$ cat src/rtl/fifo_ptr_pkg.sv
// fifo_ptr_pkg: shared pointer helpers (Gray/binary conversion, pointer width) for the async FIFO.
// Rev 1.0
`default_nettype none

package fifo_ptr_pkg;

  localparam int DEFAULT_SYNC_STAGES = 2;
  localparam int MAX_PTR_W           = 32;

  typedef logic [MAX_PTR_W-1:0] ptr_word_t;

  function automatic int PTR_W(input int addr_w);
    return addr_w + 1;
  endfunction

  function automatic ptr_word_t width_mask(input int w);
    if (w >= MAX_PTR_W) begin
      return '1;
    end
    return (ptr_word_t'(1) << w) - ptr_word_t'(1);
  endfunction

  // Callers zero-extend a w-bit value into ptr_word_t and truncate the result back to w bits.
  function automatic ptr_word_t bin2gray(input ptr_word_t bin, input int w);
    ptr_word_t b;
    b = bin & width_mask(w);
    return b ^ (b >> 1);
  endfunction

  function automatic ptr_word_t gray2bin(input ptr_word_t gray, input int w);
    ptr_word_t b;
    b = gray & width_mask(w);
    for (int s = 1; s < MAX_PTR_W; s = s * 2) begin
      b = b ^ (b >> s);
    end
    return b;
  endfunction

endpackage

`default_nettype wire

$ cat src/rtl/ptr_sync.sv
// ptr_sync: PW-bit x SYNC_STAGES flop chain for carrying a Gray pointer across clock domains.
// Rev 1.0
`default_nettype none

module ptr_sync
  import fifo_ptr_pkg::*;
#(
  parameter int PW          = 5,
  parameter int SYNC_STAGES = DEFAULT_SYNC_STAGES
) (
  input  logic          clk,
  input  logic          rst_n,
  input  logic [PW-1:0] d_i,
  output logic [PW-1:0] q_o,
  output logic [PW-1:0] q_next_o
);

  logic [PW-1:0] sync_q [SYNC_STAGES];

  always_ff @(posedge clk) begin
    if (!rst_n) begin
      for (int i = 0; i < SYNC_STAGES; i++) begin
        sync_q[i] <= '0;
      end
    end else begin
      sync_q[0] <= d_i;
      for (int i = 1; i < SYNC_STAGES; i++) begin
        sync_q[i] <= sync_q[i-1];
      end
    end
  end

  assign q_o      = sync_q[SYNC_STAGES-1];
  // Value the last stage loads at the next edge, so consumers can register flags in step with it.
  assign q_next_o = sync_q[SYNC_STAGES-2];

endmodule

`default_nettype wire

$ cat src/rtl/async_fifo_rd_ctrl.sv
// async_fifo_rd_ctrl: read-side pointer, empty/count/underflow flags; RD_ALMOST_EMPTY_EN adds almost_empty.
// Rev 1.0
`default_nettype none

module async_fifo_rd_ctrl
  import fifo_ptr_pkg::*;
#(
  parameter int ADDR_WIDTH  = 4,
  parameter int SYNC_STAGES = DEFAULT_SYNC_STAGES,
  parameter int AE_THRESH   = 2,
  localparam int PW         = PTR_W(ADDR_WIDTH)
) (
  input  logic                  clk,
  input  logic                  rst_n,
  input  logic [PW-1:0]         wr_gray_async,
  input  logic                  rd_req,
  output logic                  rd_ack,
  output logic [ADDR_WIDTH-1:0] rd_addr,
  output logic [PW-1:0]         rd_gray,
  output logic                  empty,
  output logic [PW-1:0]         rd_count,
  output logic                  underflow
`ifdef RD_ALMOST_EMPTY_EN
  ,
  output logic                  almost_empty
`endif
);

  logic [PW-1:0] sync_last;
  logic [PW-1:0] sync_next;
  logic [PW-1:0] wr_bin_next;
  logic [PW-1:0] rd_bin_q,   rd_bin_d;
  logic [PW-1:0] rd_gray_q,  rd_gray_d;
  logic [PW-1:0] rd_count_q, rd_count_d;
  logic          empty_q,    empty_d;
  logic          underflow_q, underflow_d;

  ptr_sync #(
    .PW          (PW),
    .SYNC_STAGES (SYNC_STAGES)
  ) u_wr_sync (
    .clk      (clk),
    .rst_n    (rst_n),
    .d_i      (wr_gray_async),
    .q_o      (sync_last),
    .q_next_o (sync_next)
  );

  assign rd_ack = rd_req & ~empty_q;

  // Flags are computed from next-state pointers so they never lag the registered pointers.
  always_comb begin
    rd_bin_d    = rd_bin_q + PW'(rd_ack);
    rd_gray_d   = PW'(bin2gray(ptr_word_t'(rd_bin_d), PW));
    wr_bin_next = PW'(gray2bin(ptr_word_t'(sync_next), PW));
    empty_d     = (rd_gray_d == sync_next);
    rd_count_d  = wr_bin_next - rd_bin_d;
    underflow_d = rd_req & empty_q;
  end

  always_ff @(posedge clk) begin
    if (!rst_n) begin
      rd_bin_q    <= '0;
      rd_gray_q   <= '0;
      rd_count_q  <= '0;
      empty_q     <= 1'b1;
      underflow_q <= 1'b0;
    end else begin
      rd_bin_q    <= rd_bin_d;
      rd_gray_q   <= rd_gray_d;
      rd_count_q  <= rd_count_d;
      empty_q     <= empty_d;
      underflow_q <= underflow_d;
    end
  end

`ifdef RD_ALMOST_EMPTY_EN
  localparam logic [PW-1:0] AE_LEVEL = PW'(AE_THRESH);

  logic almost_empty_q;

  always_ff @(posedge clk) begin
    if (!rst_n) begin
      almost_empty_q <= 1'b1;
    end else begin
      almost_empty_q <= (rd_count_d <= AE_LEVEL);
    end
  end

  assign almost_empty = almost_empty_q;
`else
  localparam int unused_ae_thresh = AE_THRESH;
`endif

  assign rd_addr   = rd_bin_q[ADDR_WIDTH-1:0];
  assign rd_gray   = rd_gray_q;
  assign empty     = empty_q;
  assign rd_count  = rd_count_q;
  assign underflow = underflow_q;

  a_empty_consistent: assert property (
    @(posedge clk) disable iff (!rst_n) empty_q == (rd_gray_q == sync_last)
  );

endmodule

`default_nettype wire
$ cat config.mk
export PLATFORM = sky130hd
export DESIGN_NAME = async_fifo_rd_ctrl
export DESIGN_NICKNAME = d
export VERILOG_FILES = /design/src/rtl/fifo_ptr_pkg.sv /design/src/rtl/ptr_sync.sv /design/src/rtl/async_fifo_rd_ctrl.sv
export SDC_FILE = /design/constraint.sdc
export NUM_CORES = 1
export LEC_CHECK = 0
export CORE_MARGIN = 10
export CORE_UTILIZATION = 50
export CTS_CLUSTER_SIZE = 30
export DETAILED_ROUTE_END_ITERATION = 8
export PLACE_DENSITY = 0.8
export SLEW_MARGIN = 15
export SYNTH_ARGS = -nofsm -noshare
export SYNTH_HDL_FRONTEND = slang
export SYNTH_SLANG_ARGS = --single-unit
$ cat constraint.sdc
create_clock -name clk -period 5.8 [get_ports clk]
set_input_delay 0.58 -clock clk [delete_from_list [all_inputs] [get_ports clk]]
set_output_delay 0.58 -clock clk [all_outputs]
set_load 0.01 [all_outputs]
==> metrics, run 1 <==
Remaining DRCs=0; yosys warns=0; vias in the first global route=733; Die Y=64.7 µm; global-route wire length before repair=3260 µm; Antenna Cells=0; r2r endpoint=rd_count[4]; Synth area leaders=dfxtp_1 (42%), xnor2_1 (9.6%), and2_1 (9.4%), xor2_1 (7.0%), ha_1 (6.3%); Leak=0.539 nW; fin crit share=53.2%; Primary FF master, synth=dfxtp_1; Reg power frac=51.5%; Switching Power=82.3 µW; Final nets=135; worst setup path start=rd_req; final worst slack=2.71 ns; HP Class=reg -> reg; Wirelength per Cell=12.4 µm; worst reg2reg path depth=11; number of H-tree levels=1; register area share after synthesis=42.1%; CTS sink cnt=21; row cnt=16; total die area=4190 µm²; Post-CTS Setup Repair Bufs=0; worst skew pair latency=0.30 ns; CP endpoint kind=flop; worst slew pin tran=0.575 ns; syn nets=108; Worst EP arrival=3.32 ns; internal power=231 µW; status=complete, no violations; RSZ-0062 raised after global routing=false; Total GRT Usage=9.65%; Final Hold Fails=0; Post-Route WL=1830 µm; Clk pin slew, worst setup/hold paths=0.11 ns; # port buffers=24; largest net degree at the start of global routing=22; peak supply drop=0.000147 V; Placed Instances=143; Setup crit start kind=primary input; 1st-iter DRT viols=12; dpl cell area=1270 µm²; Initial Util=52.0%; worst setup path class=in -> reg; Hold-fix buffers, CTS=0; Final setup viols=0; origin of the critical flop-to-flop path=u_wr_sync.sync_q[0][4]; Max Freq=324 MHz; dominant cell type by area after synthesis=dfxtp_1; Synth cell types=26; minimum clock period=3.09 ns; post-route design area=1290 µm²; Post-synth ARST share=0%; Total Power=313 µW; vias=697; top-count cell post-synth=dfxtp_1; via-per-instance ratio=4.74; synthesis-to-layout area growth=29.3%; number of max-cap violations=0; DP HPWL=1480 µm; IO Pins=25; Clk network pwr share=22.0%; share of cells above drive strength 1=7.50%; Cell Count, Final, Fillers Out=147; Post-synth EDFFs=0; Clock Skew=0.00429 ns; fill count=159; synthesized instance count=94; post-route ant nets=0; switching portion of total power=26.3%; logic gate share of total power=26.5%; WP data required=6.04 ns; Inserted Clock Buffers=3; Synth top cells by count=dfxtp_1 (21), and2_1 (15), xnor2_1 (11), xor2_1 (8), ha_1 (5); setup total negative slack=0 ns; Root Buffer=clkbuf_4; area share of the largest cell type after synthesis=42.1%; router iterations before antenna repair=2; pre-CTS setup slack=2.41 ns; maximum clock insertion buffer count=2; CP endpoint=rd_count[4]; Layout Utilization=67.3%; Placeable Area=1920 µm²; Max Slew Vio Count=0; Reg2Reg Setup Slack=2.76 ns; Cell Pwr Density=242 nW/µm²; syn avg cell area=10.6 µm²; crit path max fanout=5; cts repair resizes=0; Chip Width=64.7 µm; Mapped Area=1000 µm²; worst hold slack=0.509 ns; CTS tree=done; grt ovf=0; #FFs+latches synth=21; gpl congestion=0.806; initial antenna violation count=0; max_slew headroom=61.5%
## metal layers
layer / global-route usage [%] / routed length [µm]
met5: 0 / 0
met4: 5.61 / 31
met3: 3.78 / 111
met2: 15.8 / 864
met1: 10.4 / 819
## sequential cells by signal, summed over array words and instances, names as in the netlist
register          flops
rd_count              5
rd_gray               5
u_wr_sync.sync_q      5
rd_bin_q              4
empty                 1
underflow             1
## worst max-delay path: stages
cell and delay (ns):
clkdlybuf4s50_1 0.47, nor2b_1 0.18, ha_1 0.21, ha_1 0.29, xor2_2 0.30, inv_1 0.08, ha_1 0.34, a21o_1 0.17
maj3_1 0.35, or2_1 0.21, a21boi_1 0.12
## cell type report
type                    count  area, µm²  share of cell area (%)
multi-input cells          67        557                    43.1
flip-flops and latches     21        420                    32.5
repair buffers             24        240                    18.6
well taps                  27       33.8                    2.61
clock buffers               4       26.3                    2.03
inverters                   4       15.0                    1.16
## how the worst min path moves through the flow
stage	startpoint	to	slack [ns]	cells after the start
floorplan	empty	underflow	0.52	1
CTS	empty	underflow	0.51	1
global placement	empty	underflow	0.50	1
finish	empty	underflow	0.51	1
global route	empty	underflow	0.53	1
detailed placement	empty	underflow	0.50	1
## layout by cell type, fill, tap and decap left out, types with 2 or more instances in the layout
cell type        synthesis  routed
clkdlybuf4s50_1          0      24
dfxtp_1                 21      21
and2_1                  15      15
xnor2_1                 11      11
xor2_1                   8       8
ha_1                     5       5
inv_1                    4       4
nand2_1                  4       4
nor2b_1                  3       3
clkbuf_4                 0       3
nand3_1                  2       2
a21o_1                   2       2
a21oi_1                  2       2
nor2_1                   2       2
## cells by family after synthesis
kind of cell    after synthesis  synth area share, %
simple gates                 30                 17.4
buf+inv                       6                 2.25
compound gates                7                 5.76
flops                        21                 42.1
mux                           1                 1.13
fa+ha+maj                     7                 9.26
xor+xnor                     22                 22.2
## power by group through the flow
stage               combinational [mW]  sequential, mW  clock [mW]
finish                          0.0830           0.162      0.0689
global route                    0.0936           0.163      0.0756
CTS                             0.0853           0.162      0.0724
detailed placement              0.0848           0.165           0
global placement                0.0827           0.165           0
floorplan                       0.0435           0.170           0
(Power assumes the default switching activity.)
==> run 2, diff against run 1 <==
--- a/config.mk
+++ b/config.mk
@@ -6,10 +6,10 @@
 export NUM_CORES = 1
 export LEC_CHECK = 0
 export CORE_MARGIN = 10
-export CORE_UTILIZATION = 50
+export CORE_UTILIZATION = 47
 export CTS_CLUSTER_SIZE = 30
 export DETAILED_ROUTE_END_ITERATION = 8
-export PLACE_DENSITY = 0.8
+export PLACE_DENSITY = 0.76
 export SLEW_MARGIN = 15
 export SYNTH_ARGS = -nofsm -noshare
 export SYNTH_HDL_FRONTEND = slang
==> constraint.sdc (replaced) <==
create_clock -name clk -period 3.1 [get_ports clk]
set_input_delay 0.31 -clock clk [delete_from_list [all_inputs] [get_ports clk]]
set_output_delay 0.31 -clock clk [all_outputs]
set_load 0.01 [all_outputs]
==> run 2 against run 1 <==
Against the previous run: final area grew 2.9%; sequential share of layout area shrank 0.92 points; register-to-register slack worse by 2.5 ns; combinational power grew 92%; first-iteration DRC count up 92%; highest routed layer unchanged; final cell count up 1.4%.
==> metrics, run 2 (synthesis results as in run 1) <==
status=complete, no violations; via-per-instance ratio=4.72 (-0.35%); Wirelength per Cell=12.4 µm (-0.15%); Slowest cell on crit path=dfxtp_1; global-route wire length before repair=3220 µm (-1.3%); gpl congestion=0.827 (+2.5%); WP data required=3.33 ns (-2.71 ns); synthesis-to-layout area growth=33.0%; Root Buffer=clkbuf_4; WP buf/inv=1 (-1); grt ovf=0 (unchanged); vias in the first global route=772 (+5.3%); Inserted Clock Buffers=3 (unchanged); number of max-cap violations=0 (unchanged); # port buffers=24 (unchanged); largest net degree at the start of global routing=22 (unchanged); Antenna Cells=0 (unchanged); crit path cell chain=xor2_2 > xor2_2 > xor2_2 > xnor2_1 > ha_1 > inv_1 > fa_1 > a21o_1 > maj3_1 > or2_1 > a21boi_1; CTS tree=done; Initial Util=49.9% (-2.1 points); minimum clock period=2.88 ns; 1st-iter DRT viols=23 (+11); Chip Width=66.1 µm (+2.2%); Final Hold Fails=0 (unchanged); post-route ant nets=0 (unchanged); Placeable Area=2000 µm² (+4.2%); most common cell after layout, fill and taps aside=clkdlybuf4s50_1; number of H-tree levels=1 (unchanged); met3 wire length=123 µm (+11%); DP HPWL=1460 µm (-1.4%); vias=704 (+1.0%); delay-heaviest family, CP=adder cells; Total Power=590 µW (+88%); origin of the critical flop-to-flop path=u_wr_sync.sync_q[0][4]; CTS sink cnt=21 (unchanged); Die Y=66.1 µm (+2.2%); worst slew pin tran=0.551 ns (-0.0238 ns); most frequent cells in the layout=clkdlybuf4s50_1 (24), dfxtp_1 (21), and2_1 (15), xnor2_1 (11); dpl cell area=1280 µm² (+1.2%); hold path endpoint=underflow; total die area=4370 µm² (+4.4%); Setup crit start kind=flop; peak supply drop=0.000286 V (+94%); HP Class=reg -> reg; Final nets=137 (+1.5%); Reg2Reg Setup Slack=0.22 ns (-2.54 ns); Reg area=420 µm² (unchanged); post-route design area=1330 µm² (+2.9%); IO Pins=25 (unchanged); Max Freq=348 MHz; Clk pin slew, worst setup/hold paths=0.11 ns (about the same); Worst Hold Depth=1 (unchanged); worst reg2reg path depth=11 (unchanged); largest stage delay on the critical path=0.40 ns (-0.07 ns); fill count=172 (+8.2%); Max Slew Vio Count=0 (unchanged); min-delay src=empty; initial antenna violation count=0 (unchanged); Cell Pwr Density=443 nW/µm² (+83%); max_slew headroom=63.1% (+1.6 points); Worst EP arrival=3.11 ns (-0.21 ns); maximum clock insertion buffer count=2 (unchanged); Post-Route WL=1850 µm (+1.2%); row cnt=16 (unchanged); crit path max fanout=3 (-2); fin crit share=92.8%; Leak=0.551 nW (+2.4%); Clock Skew=0.000971 ns (-0.00332 ns); Remaining DRCs=0 (unchanged); share of cells above drive strength 1=11.5% (+4.0 points); Routed met1 length=777 µm (-5.1%); worst setup path class=reg -> reg; routed length on met2=913 µm (+5.7%); most frequent CP cell=xor2_2; Critical Path Stages=11 (unchanged); Post-CTS Setup Repair Bufs=0 (unchanged); Total GRT Usage=9.14% (-0.52 points); multi-input logic area=579 µm² (+4.0%); worst skew pair latency=0.29 ns (about the same); router iterations before antenna repair=4 (+2); CP endpoint kind=flop; r2r endpoint=rd_count[4]; Final setup viols=0 (unchanged); Max Used Layer=met4
-- run 2: changes by cell type in the layout (fill, tap and decap cells not counted) --
| cell | delta |
|---|---|
| xor2_1 | -3 |
| xor2_2 | +3 |
| buf_4 | +2 |
-- run 2: metrics by stage --
stage	std cells	hold WS [ns]	util, %	setup TNS [ns]	worst slack (ns)
global route	149	0.532	66.4	-0.0143	-0.0143
floorplan	94	0.437	-	0	0.300
global placement	145	0.482	64.0	0	0.153
detailed placement	145	0.489	64.0	0	0.102
CTS	149	0.505	65.3	0	0.0698
finish	149	0.502	66.4	0	0.224
-- run 2: timing repair --
item / CTS / global route
resized for setup: 0 / 3
endpoints found under the setup margin: 0 / 1
hold buffers: 0 / 0
-- run 2: worst max-delay path by stage --
| stage | startpoint | slack [ns] | to |
|---|---|---|---|
| after floorplan | u_wr_sync.sync_q[0][4] | 0.30 | rd_count[4] |
| after CTS | u_wr_sync.sync_q[0][4] | 0.07 | rd_count[4] |
| after detailed placement | rd_req | 0.10 | rd_count[4] |
| final | u_wr_sync.sync_q[0][4] | 0.22 | rd_count[4] |
| after global routing | u_wr_sync.sync_q[0][4] | -0.01 | rd_count[4] |
| after global placement | rd_req | 0.15 | rd_count[4] |
-- run 2: routing by layer --
layer | vias to the layer above | track usage (%)
met5 | - | 0
met2 | 23 | 17.0
met4 | 0 | 5.50
li1 | 353 | -
met1 | 326 | 9.19
met3 | 2 | 1.53
-- run 2: cell type report --
cell class / instances / area share [%]
sequential: 21 / 31.6
timing repair buffer: 26 / 19.2
multi-input combinational: 67 / 43.6
inverter: 4 / 1.13
clock buffer: 4 / 1.98
tap: 27 / 2.54
-- run 2: where the power goes --
group | switching [mW] | total (mW) | leakage, nW | internal [mW]
logic | 0.0675 | 0.159 | 0.364 | 0.0914
registers | 0.0104 | 0.304 | 0.173 | 0.293
clock network | 0.0773 | 0.127 | 0.0150 | 0.0500
